[src/rtl/pc_bus_pkg.sv]
// rtl/pc_bus_pkg.sv - shared types and constants for the 8088-style multiplexed bus
package pc_bus_pkg;

  localparam int AD_W   = 8;
  localparam int ADDR_W = 20;

  localparam logic CYC_MEM = 1'b0;
  localparam logic CYC_IO  = 1'b1;
  localparam logic CYC_RD  = 1'b0;
  localparam logic CYC_WR  = 1'b1;

  typedef enum logic [2:0] {
    ST_IDLE,
    ST_T1,
    ST_T2,
    ST_T3,
    ST_TW,
    ST_T4
  } bus_state_e;

endpackage

[src/rtl/pc_ad_bus_master.sv]
// rtl/pc_ad_bus_master.sv - single-beat request to T1-T4 multiplexed bus cycle initiator
module pc_ad_bus_master
  import pc_bus_pkg::*;
#(
  parameter int WAIT_LIMIT = 0
) (
  input  logic                   clk,
  input  logic                   reset,
  input  logic                   req_valid,
  output logic                   req_ready,
  input  logic                   req_write,
  input  logic                   req_io,
  input  logic [ADDR_W-1:0]      req_addr,
  input  logic [AD_W-1:0]        req_wdata,
  output logic                   rsp_valid,
  output logic [AD_W-1:0]        rsp_rdata,
  output logic                   rsp_err,
  output logic [AD_W-1:0]        ad_out,
  output logic                   ad_oe,
  input  logic [AD_W-1:0]        ad_in,
  output logic [ADDR_W-AD_W-1:0] a_hi,
  output logic                   ale,
  output logic                   rd_n,
  output logic                   wr_n,
  output logic                   iom,
  output logic                   den_n,
  output logic                   dt_r,
  input  logic                   ready
);

  bus_state_e      state;
  logic            wr_q;
  logic [AD_W-1:0] wdata_q;
  logic [7:0]      wait_cnt;
  logic            accept;
  logic            wait_abort;

  // wait_cnt counts TW cycles already spent, so the limit trips after exactly WAIT_LIMIT of them
  always_comb begin
    accept     = req_valid && req_ready;
    wait_abort = (WAIT_LIMIT != 0) && (int'(wait_cnt) >= WAIT_LIMIT);
  end

  always_ff @(posedge clk) begin
    if (reset) begin
      state     <= ST_IDLE;
      req_ready <= 1'b1;
      rsp_valid <= 1'b0;
      rsp_err   <= 1'b0;
      rsp_rdata <= '0;
      ad_out    <= '0;
      ad_oe     <= 1'b0;
      a_hi      <= '0;
      ale       <= 1'b0;
      rd_n      <= 1'b1;
      wr_n      <= 1'b1;
      iom       <= CYC_MEM;
      den_n     <= 1'b1;
      dt_r      <= CYC_RD;
      wr_q      <= CYC_RD;
      wdata_q   <= '0;
      wait_cnt  <= '0;
    end else begin
      rsp_valid <= 1'b0;
      rsp_err   <= 1'b0;
      case (state)
        ST_IDLE, ST_T4: begin
          ad_oe <= 1'b0;
          rd_n  <= 1'b1;
          wr_n  <= 1'b1;
          den_n <= 1'b1;
          if (accept) begin
            state     <= ST_T1;
            req_ready <= 1'b0;
            ale       <= 1'b1;
            ad_out    <= req_addr[AD_W-1:0];
            ad_oe     <= 1'b1;
            a_hi      <= req_addr[ADDR_W-1:AD_W];
            iom       <= (req_io == CYC_IO);
            dt_r      <= (req_write == CYC_WR);
            wr_q      <= req_write;
            wdata_q   <= req_wdata;
            wait_cnt  <= '0;
          end else begin
            state     <= ST_IDLE;
            req_ready <= 1'b1;
          end
        end
        ST_T1: begin
          state <= ST_T2;
          ale   <= 1'b0;
          den_n <= 1'b0;
          if (wr_q == CYC_WR) begin
            ad_out <= wdata_q;
            ad_oe  <= 1'b1;
            wr_n   <= 1'b0;
          end else begin
            ad_oe  <= 1'b0;
            rd_n   <= 1'b0;
          end
        end
        ST_T2: state <= ST_T3;
        ST_T3, ST_TW: begin
          if (ready || wait_abort) begin
            state     <= ST_T4;
            req_ready <= 1'b1;
            rsp_valid <= 1'b1;
            rsp_err   <= !ready;
            rd_n      <= 1'b1;
            wr_n      <= 1'b1;
            den_n     <= 1'b1;
            ad_oe     <= 1'b0;
            if (!ready) rsp_rdata <= '0;
            else if (wr_q == CYC_RD) rsp_rdata <= ad_in;
          end else begin
            state <= ST_TW;
            if (wait_cnt != 8'hFF) wait_cnt <= wait_cnt + 8'd1;
          end
        end
        default: state <= ST_IDLE;
      endcase
    end
  end

endmodule
[config.mk]
export PLATFORM = sky130hd
export DESIGN_NAME = pc_ad_bus_master
export DESIGN_NICKNAME = d
export VERILOG_FILES = /design/src/rtl/pc_bus_pkg.sv /design/src/rtl/pc_ad_bus_master.sv
export SDC_FILE = /design/constraint.sdc
export NUM_CORES = 1
export LEC_CHECK = 0
export ABC_AREA = 0
export BUFFER_PORTS_ARGS = -buffer_cell sky130_fd_sc_hd__buf_4
export CORE_MARGIN = 2
export CORE_UTILIZATION = 49
export DETAILED_ROUTE_END_ITERATION = 8
export PLACE_DENSITY = 0.79
export SLEW_MARGIN = 20
export SYNTH_ARGS = -nofsm -noshare
export SYNTH_HDL_FRONTEND = slang
export SYNTH_SLANG_ARGS = --single-unit
[constraint.sdc]
create_clock -name clk -period 1.9 [get_ports clk]
set_input_delay 0.095 -clock clk [delete_from_list [all_inputs] [get_ports clk]]
set_output_delay 0.095 -clock clk [all_outputs]
set_load 0.05 [all_outputs]
==> results of run 1 <==
## sequential cells by signal, summed over array words and instances (netlist names)
signal / flops
state: 3
den_n: 1
rsp_valid: 1
rd_n: 1
wdata_q: 8
req_ready: 1
ad_oe: 1
wr_n: 1
ad_out: 8
ale: 1
iom: 1
rsp_err: 1
wr_q: 1
a_hi: 12
rsp_rdata: 8
## cell usage after synthesis (2+ instances only)
library cell	number	area (um2)
buf_4	3	22.5
dfxtp_1	49	981
mux2i_1	16	160
nand2b_1	2	12.5
nor2b_1	3	18.8
nor2_1	9	33.8
a211oi_1	2	15.0
o21ai_0	2	10.0
nand2_1	18	67.6
o22a_1	2	17.5
clkbuf_1	16	60.1
nand4_1	22	138
nor3b_1	2	15.0
a221oi_1	9	78.8
a21oi_1	23	115
clkinv_1	2	7.51
and2_1	2	12.5
inv_1	2	7.51
o31ai_1	23	173
buf_2	7	35.0
nor3_1	3	15.0
## stage by stage
step,hold WS (ns),setup slack [ns]
after floorplan,0.217,0.246
after global routing,0.0433,0.136
after global placement,0.351,0.323
after CTS,0.0328,0.192
final,0.0387,0.204
after detailed placement,0.351,0.254
## cell families after synthesis
group / after synthesis / synth area share [%]
simple gates: 68 / 17.0
other cells: 1 / 0.171
compound gates: 71 / 23.0
xor+xnor: 3 / 1.54
flops: 49 / 44.8
buf+inv: 30 / 6.06
mux: 16 / 7.32
## power by group through the flow
| stage | clock network [mW] | logic, mW | registers [mW] |
|---|---|---|---|
| final | 0.657 | 1.44 | 1.31 |
| after CTS | 0.675 | 1.44 | 1.31 |
| after global routing | 0.721 | 1.53 | 1.33 |
| after global placement | 0 | 1.43 | 1.33 |
| after floorplan | 0 | 0.619 | 1.70 |
| after detailed placement | 0 | 1.44 | 1.33 |
## cell type report
cell class              instances  area, um2
clock buffers                   7       96.3
clock inverters                 1       5.00
fillers                       378       1350
inverters                       4       15.0
multi-input cells             159       1090
flip-flops and latches         49        981
well taps                      52       65.1
repair buffers                 96        721
## final timing paths
kind	startpoint	to	depth (start not counted)
worst max-delay path	state[2]$_SDFF_PP0_	rsp_rdata[2]$_SDFFE_PP0P_	3
worst min-delay path	reset	state[1]$_SDFF_PP0_	2
worst max register to register	state[2]$_SDFF_PP0_	rsp_rdata[2]$_SDFFE_PP0P_	3
worst min register to register	rsp_rdata[3]$_SDFFE_PP0P_	rsp_rdata[3]$_SDFFE_PP0P_	2
## layer usage
| layer | vias to the layer above | wire length (um) | part of all wire, % | global-route usage [%] |
|---|---|---|---|---|
| met5 | - | 0 | 0 | 0 |
| met4 | 0 | 61 | 1.1 | 6.29 |
| met3 | 5 | 370 | 6.7 | 4.99 |
| met2 | 70 | 2720 | 49 | 37.2 |
| met1 | 990 | 2390 | 43 | 29.0 |
| li1 | 1045 | - | - | - |
==> results.yml, run 1 <==
run_status:
  status: "completed"
timing:
  finalCritPeriodShare_pct: 89.3
  max_freq_mhz: 590
  finalSetupViolCount: 0
  rsz0062_at_grt: "false"
  relSlewSlack_pct: 65.3
  setup_tns_ns: 0
  period_minus_slack_ns: 1.70
  slew_violations: 0
  final.setup_skew_ns: 0.00686
  hold_viol_final: 0
  tightest_slew_ns: 0.513
die:
  start_util_pct: 50.6
  num_rows: 24
  die_area_mm2: 0.00502
  ios: 80
  die_y_um: 70.8
  die_w_um: 70.8
  core-area_mm2: 0.00432
cells_and_area:
  fin_util_pct: 68.7
  layout_commonest_cell: "buf_4"
  final_cells: 368
  num_antenna_cells: 0
  drive_above_1_share_pct: 34.8
  final_area_mm2: 0.00297
  mostFrequentLayoutCells: "buf_4, dfxtp_1, o31ai_1, a21oi_1, nand4_1"
  nets: 357
  syn_to_final_growth_pct: 35.7
drt:
  wire_per_inst_um: 15.1
  drc: 0
  ant_nets: 0
  dr.pass1.iters: 4
  drt_iter0_drc: 91
  viasPerCell: 5.73
  vias: 2110
  drt-total-wl_um: 5540
logic_synthesis:
  synth_flop_cell: "dfxtp_1"
  synth_cells: 238
  async_flop_share_pct: 0
  synth_edf_count: 0
  ys_seq_area_share_pct: 44.8
  syn-cell-area_mm2: 0.00219
  yosysWarnings: 0
  synth.avg_cell_area_um2: 9.19
  ys_seq_elements: 49
  synth_nets: 280
  yosysUniqueCellTypes: 42
power:
  p_per_area_mw_per_mm2: 1150
  clkPwrFrac_pct: 19.3
  comb_power_share_pct: 42.4
  internal_power_mw: 2.03
  p_leak_nw: 1.25
  total_power_mw: 3.41
  seq_power_share_pct: 38.4
  max-vdd-ir-drop_v: 0.000715
  power_switching_mw: 1.38
  swShare_pct: 40.5
critical_path:
  crit_path_end_kind: "flop"
  r2r_slack_ns: 0.20
  path_class: "flop to flop"
  path_buf_inv: 0
  critPathTopFamily: "flip-flops"
  critPathMaxFanout: 8
  cp-start-kind: "flop"
  cp.required_ns: 2.12
  crit_chain: "or3b_4 -> a21oi_4 -> mux2i_1"
  max_stage_delay_ns: 0.56
  worst_ep_arrival_time_ns: 1.92
  slowest_stage: "dfxtp_1"
global_routing:
  grtUsageTotal_pct: 22.2
  antenna_found_initial: 0
  grt_pass1_vias: 1988
  grt_pass1_wl_um: 9110
  grt_max_degree: 29
  grt_overflow: 0
cts:
  cts_hold_buf: 0
  cts_inserted_buffers: 5
  htreeDepth: 2
  cts_resized: 0
  path_clk_slew_ns: 0.09
  worstSkewPairLatency_ns: 0.30
  clock-sinks: 49
  post_cts_buffers: 0
  cts_tree: "done"
  clk_path_buf_depth: 2
  clockRootBuffer: "clkbuf_8"
placement:
  hpwl_um: 3860
  port_buffers: 79
  dp_cells: 360
  dpl-instance-area_mm2: 0.00287
  gp_congestion: 0.808
flow_run:
  drv_cap: 0
hold_path:
  min_path_type: "input pin to flop"
Note: power is estimated with default switching activity, not from simulation.
==> run 2: changes to the inputs <==
==> constraint.sdc (replaced) <==
create_clock -name clk -period 1.9 [get_ports clk]
set_input_delay 0.38 -clock clk [delete_from_list [all_inputs] [get_ports clk]]
set_output_delay 0.38 -clock clk [all_outputs]
set_load 0.05 [all_outputs]
==> results.yml, run 2 (synthesis results as in run 1) <==
run_status:
  status: "completed"
cts:
  htreeDepth: 2
  cts_resized: 0
  cts_hold_buf: 0
  clk_path_buf_depth: 2
  path_clk_slew_ns: 0.09
  clock-sinks: 49
  cts_tree: "done"
  worstSkewPairLatency_ns: 0.30
  clockRootBuffer: "clkbuf_8"
  cts_inserted_buffers: 5
  post_cts_buffers: 0
power:
  internal_power_mw: 1.95
  p_per_area_mw_per_mm2: 1130
  swShare_pct: 41.7
  p_leak_nw: 1.24
  comb_power_share_pct: 43.2
  power_switching_mw: 1.39
  clkPwrFrac_pct: 17.7
  max-vdd-ir-drop_v: 0.000653
  total_power_mw: 3.34
  seq_power_share_pct: 39.1
cells_and_area:
  top_register: "a_hi"
  layout_commonest_cell: "buf_4"
  num_antenna_cells: 0
  multi_input_area_mm2: 0.00109
  largest_reg_flops: 12
  syn_to_final_growth_pct: 35.0
  drive_above_1_share_pct: 34.8
  nets: 357
  n_fill_cell: 377
  mostFrequentLayoutCells: "buf_4, dfxtp_1, o31ai_1, a21oi_1, nand4_1"
  regArea_um2: 981
drt:
  drt_iter0_drc: 115
  dr.pass1.iters: 4
  drc: 0
  drt-total-wl_um: 5640
  vias: 2107
  viasPerCell: 5.73
  ant_nets: 0
  wire_per_inst_um: 15.3
timing:
  relSlewSlack_pct: 56.9
  finalCritPeriodShare_pct: 88.5
  hold_viol_final: 0
  period_minus_slack_ns: 1.68
  max_freq_mhz: 595
  finalSetupViolCount: 0
  tightest_slew_ns: 0.642
  setup_tns_ns: 0
  slew_violations: 0
  worst_slack_ns: 0.219
  final.setup_skew_ns: 0.00576
  rsz0062_at_grt: "false"
global_routing:
  grt_overflow: 0
  grt_pass1_vias: 2008
  grt_max_degree: 25
  grt_pass1_wl_um: 9400
  grtUsageTotal_pct: 23.2
  antenna_found_initial: 0
placement:
  port_buffers: 79
  dpl_worst_slack_ns: 0.251
  gp_congestion: 0.817
  hpwl_um: 3980
die:
  core-area_mm2: 0.00432
  num_rows: 24
  die_area_mm2: 0.00502
  die_y_um: 70.8
  die_w_um: 70.8
  ios: 80
  start_util_pct: 50.6
critical_path:
  cp.required_ns: 2.04
  worst_ep_arrival_time_ns: 1.82
  path_class: "flop to flop"
  crit_path_end_kind: "flop"
  critPathMaxFanout: 11
  cp-start-kind: "flop"
hold_path:
  min_path_type: "input pin to flop"
flow_run:
  drv_cap: 0
## run 2: cell count changes in the layout (fill, tap and decap cells not counted)
cell	change
clkbuf_8	-2
clkinv_2	+1
clkinvlp_4	+1
## run 2: critical path, stage by stage, from the launching register on
cell      delay, ns
dfxtp_1        0.62
xor2_2         0.14
o31ai_2        0.56
a221oi_1       0.21
## run 2: per-stage QoR
| step | instances | instance area (um2) | hold slack (ns) | util [%] |
|---|---|---|---|---|
| 2_1_floorplan | 238 | 2190 | 0.448 | - |
| 3_3_place_gp | 360 | 2870 | 0.441 | 66.3 |
| 3_5_place_dp | 360 | 2870 | 0.449 | 66.3 |
| 4_1_cts | 368 | 2960 | 0.321 | 68.3 |
| 5_1_grt | 368 | 2960 | 0.322 | 68.3 |
| 6_report | 368 | 2960 | 0.331 | 68.3 |
## run 2: final cells by class
| cell class | instances | area share [%] |
|---|---|---|
| clock buffer | 5 | 2.33 |
| clock inverter | 3 | 0.593 |
| inverter | 4 | 0.508 |
| multi-input combinational | 159 | 36.8 |
| sequential | 49 | 33.2 |
| tap | 52 | 2.20 |
| timing repair buffer | 96 | 24.4 |
## run 2: power by group through the flow
| stage | registers (mW) | clock network, mW | logic, mW |
|---|---|---|---|
| after floorplan | 1.70 | 0 | 0.619 |
| after detailed placement | 1.33 | 0 | 1.44 |
| after global routing | 1.33 | 0.655 | 1.55 |
| after CTS | 1.31 | 0.609 | 1.45 |
| final | 1.31 | 0.593 | 1.44 |
| after global placement | 1.32 | 0 | 1.43 |
## run 2: worst paths after layout
check / startpoint / endpoint / slack [ns] / cells after the start
setup / recovery: state[0]$_SDFF_PP0_ / ad_out[7]$_SDFFE_PP0P_ / 0.22 / 3
hold / removal: ad_in[1] / rsp_rdata[1]$_SDFFE_PP0P_ / 0.33 / 3
setup reg to reg: state[0]$_SDFF_PP0_ / ad_out[7]$_SDFFE_PP0P_ / 0.22 / 3
hold reg to reg: rsp_rdata[1]$_SDFFE_PP0P_ / rsp_rdata[1]$_SDFFE_PP0P_ / 0.46 / 2
## run 2: layer usage
metal	vias up	GRT usage [%]	wire [um]
met1	984	30.9	2430
li1	1052	-	-
met5	-	0	0
met4	0	5.66	44
met2	67	37.2	2820
met3	4	6.98	341
==> run 3: changes to the inputs <==
--- a/config.mk
+++ b/config.mk
@@ -10,7 +10,8 @@
 export CORE_MARGIN = 2
 export CORE_UTILIZATION = 49
 export DETAILED_ROUTE_END_ITERATION = 8
-export PLACE_DENSITY = 0.79
+export GPL_ROUTABILITY_DRIVEN = 0
+export PLACE_DENSITY = 0.85
 export SLEW_MARGIN = 20
 export SYNTH_ARGS = -nofsm -noshare
 export SYNTH_HDL_FRONTEND = slang
==> results.yml, run 3 (synthesis results as in run 1) <==
drt:
  top_layer_used: "met4"
  wl_met1_um: 2380
  drt_iter0_drc: 141
  viasPerCell: 5.85
  routed-wl-met2_um: 2850
  met3_length_um: 355
  vias: 2128
  wire_per_inst_um: 15.6
  ant_nets: 0
  dr.pass1.iters: 4
  drc: 0
  drt-total-wl_um: 5680
power:
  internal_power_mw: 1.98
  p_leak_nw: 1.22
  max-vdd-ir-drop_v: 0.000673
  clkPwrFrac_pct: 18.4
  power_switching_mw: 1.39
  p_per_area_mw_per_mm2: 1150
  comb_power_share_pct: 42.8
  seq_power_share_pct: 38.9
  swShare_pct: 41.3
cells_and_area:
  top_register: "a_hi"
  nets: 354
  largest_reg_flops: 12
  num_antenna_cells: 0
  drive_above_1_share_pct: 33.7
  layout_commonest_cell: "buf_4"
  syn_to_final_growth_pct: 34.0
  final_area_mm2: 0.00293
  mostFrequentLayoutCells: "buf_4, dfxtp_1, o31ai_1, a21oi_1, nand4_1"
cts:
  cts_tree: "done"
  cts_resized: 0
  clockRootBuffer: "clkbuf_8"
  cts_hold_buf: 0
  htreeDepth: 2
  clk_path_buf_depth: 2
  cts_inserted_buffers: 5
  clock-sinks: 49
  post_cts_buffers: 0
  path_clk_slew_ns: 0.09
  worstSkewPairLatency_ns: 0.30
die:
  start_util_pct: 50.6
  ios: 80
  die_area_mm2: 0.00502
  die_y_um: 70.8
  die_w_um: 70.8
  core-area_mm2: 0.00432
  num_rows: 24
global_routing:
  grt_pass1_wl_um: 9510
  antenna_found_initial: 0
  grt_overflow: 0
  grt_max_degree: 36
  grt_pass1_vias: 1967
  grtUsageTotal_pct: 23.5
critical_path:
  crit_path_end_kind: "flop"
  worst_ep_arrival_time_ns: 1.89
  path_class: "flop to flop"
  critPathMaxFanout: 13
  cp-start-kind: "flop"
  cp.required_ns: 2.04
timing:
  tightest_slew_ns: 0.656
  period_minus_slack_ns: 1.75
  max_freq_mhz: 571
  slew_violations: 0
  finalCritPeriodShare_pct: 92.2
  setup_tns_ns: 0
  finalSetupViolCount: 0
  rsz0062_at_grt: "false"
  relSlewSlack_pct: 56.0
  final.setup_skew_ns: 0.00756
  hold_viol_final: 0
hold_path:
  min_path_type: "input pin to flop"
flow_run:
  drv_cap: 0
placement:
  port_buffers: 79
  hpwl_um: 3790
  dpl-instance-area_mm2: 0.00285
run_status:
  status: "completed"
-- run 3: cell count changes in the layout (fill, tap and decap cells not counted) --
cell / change
buf_4: -3
clkbuf_1: +1
clkbuf_8: +1
clkinv_2: -2
clkinvlp_4: -1
-- run 3: path summary, 6_finish.rpt --
| check | start | endpoint | slack (ns) | depth (start not counted) |
|---|---|---|---|---|
| setup reg to reg | state[0]$_SDFF_PP0_ | ad_out[3]$_SDFFE_PP0P_ | 0.15 | 3 |
| setup / recovery | state[0]$_SDFF_PP0_ | ad_out[3]$_SDFFE_PP0P_ | 0.15 | 3 |
| hold reg to reg | rsp_rdata[7]$_SDFFE_PP0P_ | rsp_rdata[7]$_SDFFE_PP0P_ | 0.46 | 2 |
| hold / removal | ad_in[7] | rsp_rdata[7]$_SDFFE_PP0P_ | 0.33 | 3 |
-- run 3: final cells by class --
| cell class | instances | area, um2 |
|---|---|---|
| Clock buffer | 7 | 86.3 |
| Timing Repair Buffer | 93 | 698 |
| Sequential cell | 49 | 981 |
| Tap cell | 52 | 65.1 |
| Fill cell | 357 | 1390 |
| Multi-Input combinational cell | 159 | 1090 |
| Inverter | 4 | 15.0 |
-- run 3: worst max-delay path, cell delays in order, from the launching register on --
cell,delay [ns]
dfxtp_1,0.64
xor2_2,0.14
o31ai_2,0.57
a221oi_1,0.23
-- run 3: layer usage --
metal / global-route usage (%) / vias to the layer above
met1: 31.5 / 1006
met4: 8.18 / 0
met2: 37.4 / 74
met5: 0 / -
met3: 5.41 / 9
li1: - / 1039
-- run 3: power by group through the flow --
stage	clock [mW]	combinational (mW)	sequential (mW)
after floorplan	0	0.619	1.70
after global placement	0	1.41	1.33
after detailed placement	0	1.43	1.33
after CTS	0.631	1.44	1.31
after global routing	0.680	1.53	1.33
final	0.618	1.44	1.31
-- run 3: metrics by stage --
step           util (%)  hold slack [ns]  power, mW  worst slack (ns)  cells
4_1_cts            67.8            0.324       3.37             0.196    364
5_1_grt            67.8            0.323       3.54            0.0390    364
2_1_floorplan         -            0.448       2.32             0.246    238
3_3_place_gp       65.8            0.441       2.74             0.321    357
3_5_place_dp       65.8            0.452       2.75             0.246    357
6_report           67.8            0.325       3.36             0.148    364
